### config.mk
export PLATFORM = sky130hd
export DESIGN_NAME = instr_decoder
export DESIGN_NICKNAME = d
export VERILOG_FILES = /design/src/rtl/instr_decoder_pkg.sv /design/src/rtl/instr_decoder_fields.sv /design/src/rtl/instr_decoder.sv
export SDC_FILE = /design/constraint.sdc
export NUM_CORES = 1
export LEC_CHECK = 0
export ABC_AREA = 1
export ABC_CLOCK_PERIOD_IN_PS = 1150
export CAP_MARGIN = 20
export CORE_AREA = 2 2 62 76
export CTS_BUF_LIST = sky130_fd_sc_hd__clkbuf_8 sky130_fd_sc_hd__clkbuf_16
export DETAILED_ROUTE_END_ITERATION = 6
export DIE_AREA = 0 0 64 78
export PLACE_DENSITY_LB_ADDON = 0.08
export SLEW_MARGIN = 20
export SYNTH_ARGS = -nofsm -noshare
export SYNTH_HDL_FRONTEND = slang
export SYNTH_SLANG_ARGS = --single-unit
export TNS_END_PERCENT = 1
### constraint.sdc
create_clock -name Clk -period 1.15 [get_ports Clk]
set_clock_uncertainty 0.15 [all_clocks]
set_input_delay 0.23 -clock Clk [delete_from_list [all_inputs] [get_ports Clk]]
set_output_delay 0.23 -clock Clk [all_outputs]
set_load 0.02 [all_outputs]
### src/rtl/instr_decoder_pkg.sv
// Shared decode constants for the MIPS-subset core: opcodes, function codes,
// ALU operation encoding and instruction field positions.
package instr_decoder_pkg;

  localparam int D_WIDTH_SUPPORTED = 32;

  localparam logic [5:0] OP_RTYPE = 6'd0;
  localparam logic [5:0] OP_ADDI  = 6'd8;

  localparam logic [5:0] FN_SLL = 6'd0;
  localparam logic [5:0] FN_SRL = 6'd2;
  localparam logic [5:0] FN_MUL = 6'd24;
  localparam logic [5:0] FN_DIV = 6'd26;
  localparam logic [5:0] FN_ADD = 6'd32;
  localparam logic [5:0] FN_SUB = 6'd34;

  typedef enum logic [2:0] {
    ALU_NOP = 3'd0,
    ALU_SLL = 3'd1,
    ALU_SRL = 3'd2,
    ALU_MUL = 3'd3,
    ALU_DIV = 3'd4,
    ALU_ADD = 3'd5,
    ALU_SUB = 3'd6
  } alu_ctl_t;

  localparam int OP_MSB = 31;
  localparam int OP_LSB = 26;
  localparam int RS_MSB = 25;
  localparam int RS_LSB = 21;
  localparam int RT_MSB = 20;
  localparam int RT_LSB = 16;
  localparam int RD_MSB = 15;
  localparam int RD_LSB = 11;
  localparam int SH_MSB = 10;
  localparam int SH_LSB = 6;
  localparam int FN_MSB = 5;
  localparam int FN_LSB = 0;
  localparam int IMM_MSB = 15;
  localparam int IMM_LSB = 0;

endpackage

### src/rtl/instr_decoder_fields.sv
// Purely combinational slicer splitting an instruction word into its MIPS fields.
module instr_fields
  import instr_decoder_pkg::*;
(
  input  logic [31:0] ir,
  output logic [5:0]  op,
  output logic [4:0]  rs,
  output logic [4:0]  rt,
  output logic [4:0]  rd,
  output logic [4:0]  sh,
  output logic [5:0]  fn
);

  assign op = ir[OP_MSB:OP_LSB];
  assign rs = ir[RS_MSB:RS_LSB];
  assign rt = ir[RT_MSB:RT_LSB];
  assign rd = ir[RD_MSB:RD_LSB];
  assign sh = ir[SH_MSB:SH_LSB];
  assign fn = ir[FN_MSB:FN_LSB];

endmodule

### src/rtl/instr_decoder.sv
// Instruction decoder: zero-latency field outputs plus a one-cycle registered
// control bundle (ALU op, operand select, write-back index, illegal flag).
module instr_decoder
  import instr_decoder_pkg::*;
#(
  parameter int D_WIDTH = 32
) (
  input  logic               Clk,
  input  logic               Rst,
  input  logic [D_WIDTH-1:0] IR,
  output logic [5:0]         op,
  output logic [4:0]         rs,
  output logic [4:0]         rt,
  output logic [4:0]         rd,
  output logic [4:0]         sh,
  output logic [5:0]         fn,
  output logic [2:0]         alu_ctl,
  output logic               use_imm,
  output logic [D_WIDTH-1:0] imm,
  output logic [4:0]         wr_idx,
  output logic               reg_wr,
  output logic               illegal
);

  alu_ctl_t           alu_next;
  logic               use_imm_next;
  logic [4:0]         wr_idx_next;
  logic               reg_wr_next;
  logic               illegal_next;
  logic [D_WIDTH-1:0] imm_next;

  instr_fields u_fields (
    .ir (IR),
    .op (op),
    .rs (rs),
    .rt (rt),
    .rd (rd),
    .sh (sh),
    .fn (fn)
  );

  assign imm_next = {{(D_WIDTH-16){1'b0}}, IR[IMM_MSB:IMM_LSB]};

  // Unsupported encodings fall through to an all-zero bundle with illegal set.
  always_comb begin
    alu_next     = ALU_NOP;
    use_imm_next = 1'b0;
    wr_idx_next  = 5'd0;
    reg_wr_next  = 1'b0;
    illegal_next = 1'b1;
    if (op == OP_RTYPE) begin
      illegal_next = 1'b0;
      wr_idx_next  = rd;
      reg_wr_next  = 1'b1;
      case (fn)
        FN_SLL:  alu_next = ALU_SLL;
        FN_SRL:  alu_next = ALU_SRL;
        FN_MUL:  alu_next = ALU_MUL;
        FN_DIV:  alu_next = ALU_DIV;
        FN_ADD:  alu_next = ALU_ADD;
        FN_SUB:  alu_next = ALU_SUB;
        default: begin
          illegal_next = 1'b1;
          wr_idx_next  = 5'd0;
          reg_wr_next  = 1'b0;
        end
      endcase
    end else if (op == OP_ADDI) begin
      alu_next     = ALU_ADD;
      use_imm_next = 1'b1;
      wr_idx_next  = rt;
      reg_wr_next  = 1'b1;
      illegal_next = 1'b0;
    end
  end

  always_ff @(posedge Clk) begin
    if (Rst) begin
      alu_ctl <= ALU_NOP;
      use_imm <= 1'b0;
      imm     <= '0;
      wr_idx  <= 5'd0;
      reg_wr  <= 1'b0;
      illegal <= 1'b0;
    end else begin
      alu_ctl <= alu_next;
      use_imm <= use_imm_next;
      imm     <= imm_next;
      wr_idx  <= wr_idx_next;
      reg_wr  <= reg_wr_next;
      illegal <= illegal_next;
    end
  end

endmodule

======== After elaboration in Yosys (flattened, before gate mapping) ========
Cells that the tools add are included.
cells by class
  add/sub/neg operators ................... 0
  $mul .................................... 0
  divide/modulo/power cells ............... 0
  $lt $le $gt $ge ......................... 0
  equality and inequality tests ........... 6
  shifts and indexed selects .............. 0
  mux-type cells .......................... 12
  bitwise logic cells ..................... 0
  reductions and logical operators ........ 4
operators by type and width
  cell                                                  number
  case mux 3 bit (6 select lines)                       1
  two-way mux 5 bit                                     3
  equality test 6 x 5 -> 1 bit (second input constant)  2
  equality test 6 bit (second input constant)           2
  logical NOT 6 bit                                     2
  equality test 6 x 2 -> 1 bit (second input constant)  1
  equality test 6 x 4 -> 1 bit (second input constant)  1
  two-way mux 1 bit                                     6
  two-way mux 3 bit                                     2
  OR reduction 6 bit                                    1
  OR reduction 2 bit                                    1
word-level totals
  bits in registers ....................... 43
  bits in latches ......................... 0
  RAM bits ................................ 0
  bits in read-only memories .............. 0
  input port bits ......................... 34
  output and inout port bits .............. 75
  word-level logic and storage cells ...... 29
  memories ................................ 0

======== Logic depth before layout (Yosys ltp) ========
Gate-level depths: netlist (run 1).
  depth in word-level cells ............... 4
  mapped depth ............................ 7
  gate-level depth less buffers ........... 7

======== Modules after synthesis ========
From an unflattened synthesis (run 1), not the netlist that was laid out.
second synthesis, totals
  cell total of the unflattened synthesis .. 164
  area, all modules ....................... 1,298.7 um^2
modules (own cells, without submodules)
  module         instances  cells an instance  area each (um^2)  sequential area each (um^2)
  instr_decoder  1          132                1,058.5           540.5
  instr_fields   1          32                 240.2             0.0

======== Least setup slack after synthesis (run 1) ========
No wires, ideal clock.
  path kind ............................... input-to-reg
  start point ............................. in IR[31]
  end point ............................... reg illegal
  library setup time ...................... 117 ps
  arrival time ............................ 759 ps
  data required time ...................... 883 ps
  path slack .............................. 123 ps
  stages on the path ...................... 6
  buffers on the path ..................... 0
  cells stage by stage .................... nor2_4 > nand2_4 > nor2_8 > nand2_2 > nand2_1 > nor2_1
between the ends
  word-level cells in the longest chain between the ends .. 3
  elaborated cells on any way between the ends .. 4
  classes of those cells .................. eq/ne: 1; mux: 2; reduce/logical: 1
RTL lines
  item                          line                 source
  from (decl)                   instr_decoder.sv:10  input logic [D_WIDTH-1:0] IR,
  equality test 6 x 4 -> 1 bit  instr_decoder.sv:68  end else if (op == OP_ADDI) begin
  two-way mux 1 bit             instr_decoder.sv:68
  two-way mux 1 bit (*)         instr_decoder.sv:51  if (op == OP_RTYPE) begin
  to (signal assigned)          instr_decoder.sv:91  illegal <= illegal_next;
  to (decl)                     instr_decoder.sv:22  output logic illegal
Every way passes the cells marked *; elsewhere a longest branch is shown, timed or not.
A chain may end at the register's enable or synchronous reset.

======== Worst setup path in the final report (run 1) ========
Ends and elaborated chain as after synthesis.

==> results of run 1 <==
-- area by class of cell --
class,instances,area [um^2],area share
clock inverter,1,3.75,0.00178
timing repair buffer,115,932,0.443
sequential,27,542,0.257
multi-input combinational,79,424,0.202
inverter,23,91.3,0.0434
clock buffer,3,41.3,0.0196
tap,56,70.1,0.0333
-- per-stage QoR --
step / total power [mW] / std cells / hold slack, ns
floorplan: 1.36 / 179 / 0.187
global placement: 1.59 / 300 / 0.310
detailed placement: 1.60 / 300 / 0.310
CTS: 2.05 / 304 / 0.177
global route: 2.14 / 304 / 0.0738
finish: 2.03 / 304 / 0.0732
-- metal layers --
layer,vias up,global-route usage
li1,596,-
met1,502,0.122
met2,55,0.231
met3,9,0.0203
met4,0,0.0717
met5,-,0
-- final timing paths --
kind | end | slack [ns] | cells past startpoint
worst max-delay path | illegal$_SDFF_PP0_ | 0.01 | 8
worst min-delay path | imm[8]$_SDFF_PP0_ | 0.07 | 3
-- power by group --
part           internal [mW]  total [mW]  leakage [nW]  switching (mW)
Clock                  0.239       0.501        0.0269           0.262
Combinational          0.250       0.556         0.977           0.306
Sequential             0.967       0.975         0.223         0.00767
Total                   1.46        2.03          1.23           0.576
-- state kept, by name, summed over array words and instances (netlist names) --
| signal | flops |
|---|---|
| imm | 16 |
| wr_idx | 5 |
| alu_ctl | 3 |
| illegal | 1 |
| reg_wr | 1 |
| use_imm | 1 |
-- logic make-up after synthesis --
family | after synthesis | share of synthesized area
AOI/OAI and AO/OA | 2 | 0.0103
DFF | 27 | 0.406
and+or+nand+nor | 61 | 0.235
buffers and inverters | 73 | 0.345
other | 1 | 0.00282
-- cell usage in the layout (no fill, tap or decap) --
master           instances
nand2_2                  4
nor2_1                  17
clkdlybuf4s50_1          1
nand2_1                 18
nand3_1                  3
nand4_1                  7
nor2_8                   1
nand2_4                  2
o21ai_0                  1
dlymetal6s2s_1           4
inv_4                    2
buf_6                   20
buf_4                   44
buf_2                   23
dfxtp_2                  1
o21ai_2                  1
nor2_2                   4
clkbuf_8                 3
nand3_4                  2
dlygate4sd2_1           23
nand3_2                  1
dfxtp_1                 26
conb_1                  16
inv_1                   18
nor2_4                   2
inv_2                    4
-- repair_timing --
item | CTS | global route
gates cloned | 0 | 0
pin swaps | 10 | 9
setup endpoints to repair | 65 | 26
gates resized for setup | 287 | 22
-- tightest hold or removal path: stages --
cell            delay (ns)
dlymetal6s2s_1        0.14
inv_1                 0.05
nor2_1                0.03
==> results.sh, run 1 <==
export IMPL_status="completed"
export IMPL_cts_sinks=27
export IMPL_antenna_found_initial=0
export IMPL_htree_levels=1
export IMPL_remaining_drc_errors=0
export IMPL_cp_required_ns=1.16
export IMPL_wl_met2_um=1700
export IMPL_dieArea_um2=4990
export IMPL_synth_most_common_cell="buf_4"
export IMPL_core_rowCount=26
export IMPL_synthDistinctLibCells=20
export IMPL_dr_wl_met3_um=242
export IMPL_yosys_warnings=0
export IMPL_hold_viol=0
export IMPL_fin_setup_tns_ns=0
export IMPL_grt_max_degree=17
export IMPL_period_needed_ns=1.14
export IMPL_grt_total_usage=0.122
export IMPL_hold_buffers=0
export IMPL_core_area_um2=4200
export IMPL_crit_start="IR[31]"
export IMPL_final_util=0.501
export IMPL_routed_top_layer="met4"
export IMPL_ant_nets=0
export IMPL_cp_top_family="simple AND/OR/NAND/NOR gates"
export IMPL_async_reset_ff_frac=0
export IMPL_drt_wl_total_um=3070
export IMPL_dp_hpwl_um=2490
export IMPL_p_per_area_nw_per_um2=966
export IMPL_synth_main_ff_cell="dfxtp_1"
export IMPL_grt_ovfl_total=0
export IMPL_crit_chain="dlygate4sd2_1 -> buf_4 -> nor2_4 -> nand2_4 -> nor2_8 -> nand2_2 -> nand2_1 -> nor2_1"
export IMPL_dr_first_iter_drc_count=16
export IMPL_min_period_over_period=0.990
export IMPL_cts_tree="yes"
export IMPL_die_x_um=64
export IMPL_synth_area_um2=1330
export IMPL_rsz0062_at_grt="true"
export IMPL_root_buffer="clkbuf_8"
export IMPL_wl_met1_um=1050
export IMPL_setup_violations=0
export IMPL_cp_end_kind="flop"
export IMPL_nets=283
export IMPL_clk_pin_slew_ns=0.08
export IMPL_fmax_mhz=879
export IMPL_fillCellCount=436
export IMPL_ys_seq_area_frac=0.406
export IMPL_critPathBufInv=2
export IMPL_wl_per_cell_um=10.1
export IMPL_yosysTopAreaCellShare=0.406
export IMPL_grt_pass1_wl_um=4860
export IMPL_grt_pass1_vias=1132
export IMPL_crit_fanout=8
export IMPL_die_h_um=78
export IMPL_final_area_um2=2100
export IMPL_cp_slowest_cell="dlygate4sd2_1"
export IMPL_io_buffers=82
export IMPL_drt_first_pass_iters=2
export IMPL_synth_top_area_cell="dfxtp_1"
export IMPL_synth_edf_count=0
export IMPL_avgViaCountPerCell=3.82
export IMPL_post_cts_buffers=0
export IMPL_synthTopCellsByCount="buf_4 (48), dfxtp_1 (27), nand2_1 (21)"
export IMPL_vias=1162
export IMPL_vdd_drop_max_uv=379
export IMPL_synth_cells=164
export IMPL_areaGrowthSynthToFinish_pct=58.2
export IMPL_initial_core_util=0.317
export IMPL_crit_type="in -> reg"
export IMPL_cts_made_buffers=3
export IMPL_max_cap_viol_count=0
export IMPL_ys_ff_latch=27
export IMPL_worst_slack_ns=0.0119
export IMPL_pre_cts_ws_ns=-0.581
export IMPL_maxSlewViolCount=0
export IMPL_drive_above_1_share=0.460
export IMPL_cts_path_max_buffers=2
export IMPL_place_congestion=0.718
export IMPL_dpl_cell_area_um2=2150
export IMPL_hold_class="in -> reg"
export IMPL_critical_path_arrival_ns=1.15
export IMPL_hold_start="IR[8]"
export IMPL_num_antenna_cells=0
export IMPL_cellLeakagePower_nw=1.23
export IMPL_start_kind="input port"
export IMPL_syn_avg_cell_area_um2=8.11
export IMPL_critPathMaxStageDelay_ns=0.24
export IMPL_synthTopCellsByArea="dfxtp_1 (41%), buf_4 (27%), nand2_1 (5.9%)"
export IMPL_boundaryPins=109
No activity file was read; power rests on OpenSTA's default activity.
==> run 2, diff against run 1 <==
SKIP_CTS_REPAIR_TIMING = 1   (was not set)
==> results.sh, run 2 (synthesized netlist as in run 1, its figures left out) <==
export IMPL_critical_path_arrival_ns=0.89
export IMPL_finalPower_mw=2.05
export IMPL_cts_path_max_buffers=2
export IMPL_num_antenna_cells=0
export IMPL_drive_above_1_share=0.423
export IMPL_antenna_found_initial=0
export IMPL_crit_type="in -> out"
export IMPL_dpl_cell_area_um2=2150
export IMPL_rsz0062_at_grt="true"
export IMPL_final_area_um2=2230
export IMPL_cts_made_buffers=3
export IMPL_pre_cts_ws_ns=-0.581
export IMPL_status="finished, violations left"
export IMPL_drt_wl_total_um=3150
export IMPL_vias=1155
export IMPL_largest_reg_flops=16
export IMPL_grt_pass1_wl_um=4710
export IMPL_cp_end_kind="output pin"
export IMPL_cts_sinks=27
export IMPL_dp_hpwl_um=2490
export IMPL_max_cap_viol_count=0
export IMPL_violations="setup timing"
export IMPL_boundaryPins=109
export IMPL_final_util=0.531
export IMPL_initial_core_util=0.317
export IMPL_die_h_um=78
export IMPL_min_period_over_period=1.10
export IMPL_cellLeakagePower_nw=1.48
export IMPL_final_cell_mix="buf_4 (37), dlymetal6s2s_1 (34), dfxtp_1 (27)"
export IMPL_hold_start="IR[8]"
export IMPL_grt_max_degree=17
export IMPL_start_kind="input port"
export IMPL_htree_levels=1
export IMPL_ant_nets=0
export IMPL_io_buffers=82
export IMPL_drt_first_pass_iters=3
export IMPL_critPathBufInv=2
export IMPL_cp_slowest_cell="clkdlybuf4s50_1"
export IMPL_maxSlewViolCount=0
export IMPL_cp_top_family="buffers and inverters"
export IMPL_crit_chain="clkdlybuf4s50_1 -> clkbuf_2"
export IMPL_largest_register="imm"
export IMPL_grt_pass1_vias=1126
export IMPL_setup_violations=2
export IMPL_nets=283
export IMPL_dieArea_um2=4990
export IMPL_cp_required_ns=0.77
export IMPL_root_buffer="clkbuf_8"
export IMPL_crit_fanout=2
export IMPL_core_area_um2=4200
export IMPL_wl_per_cell_um=10.3
export IMPL_avgViaCountPerCell=3.80
export IMPL_place_congestion=0.718
export IMPL_die_x_um=64
export IMPL_worst_slack_ns=-0.117
export IMPL_period_needed_ns=1.27
export IMPL_whs_endpoint="imm[8]$_SDFF_PP0_"
export IMPL_hold_viol=0
export IMPL_hold_depth=3
export IMPL_remaining_drc_errors=0
export IMPL_p_per_area_nw_per_um2=921
export IMPL_core_rowCount=26
export IMPL_final_common_cell="buf_4"
export IMPL_hold_class="in -> reg"
export IMPL_areaGrowthSynthToFinish_pct=67.5
export IMPL_top_regs="imm (16), wr_idx (5), alu_ctl (3)"
export IMPL_critPathMaxStageDelay_ns=0.48
export IMPL_cts_tree="yes"
export IMPL_clk_pin_slew_ns=0.08
export IMPL_vdd_drop_max_uv=391
export IMPL_dr_first_iter_drc_count=13
export IMPL_fmax_mhz=789
export IMPL_grt_total_usage=0.118
export IMPL_grt_ovfl_total=0
export IMPL_fin_setup_tns_ns=-0.121
[run 2: area by class of cell]
class	count	area, um^2
clock buffers	3	41.3
clock inverters	1	3.75
fillers	433	1970
inverters	23	88.8
multi-input cells	79	437
flip-flops and latches	27	541
well taps	56	70.1
repair buffers	115	1050
[run 2: stage by stage]
step	instances	hold slack, ns
after detailed placement	300	0.310
final	304	0.0762
after CTS	304	0.310
after global placement	300	0.310
after floorplan	179	0.187
after global routing	304	0.0777
[run 2: worst max path at each step]
stage / startpoint / endpoint / slack (ns) / cells past startpoint
after global placement: IR[1] / fn[1] / -0.56 / 2
final: IR[19] / rt[3] / -0.12 / 2
after global routing: IR[19] / rt[3] / -0.12 / 2
after floorplan: IR[31] / illegal$_SDFF_PP0_ / 0.12 / 6
after detailed placement: IR[18] / rt[2] / -0.58 / 2
after CTS: IR[18] / rt[2] / -0.58 / 2
[run 2: power breakdown]
group	switching [mW]	internal (mW)
registers	0.00793	0.967
logic	0.308	0.271
clock network	0.261	0.238
[run 2: metal layers]
| layer | part of all wire | wire [um] | GRT usage | vias to the layer above |
|---|---|---|---|---|
| li1 | - | - | - | 593 |
| met1 | 0.36 | 1130 | 0.116 | 504 |
| met2 | 0.56 | 1770 | 0.222 | 52 |
| met3 | 0.063 | 198 | 0.0203 | 6 |
| met4 | 0.016 | 51 | 0.0717 | 0 |
| met5 | 0 | 0 | 0 | - |
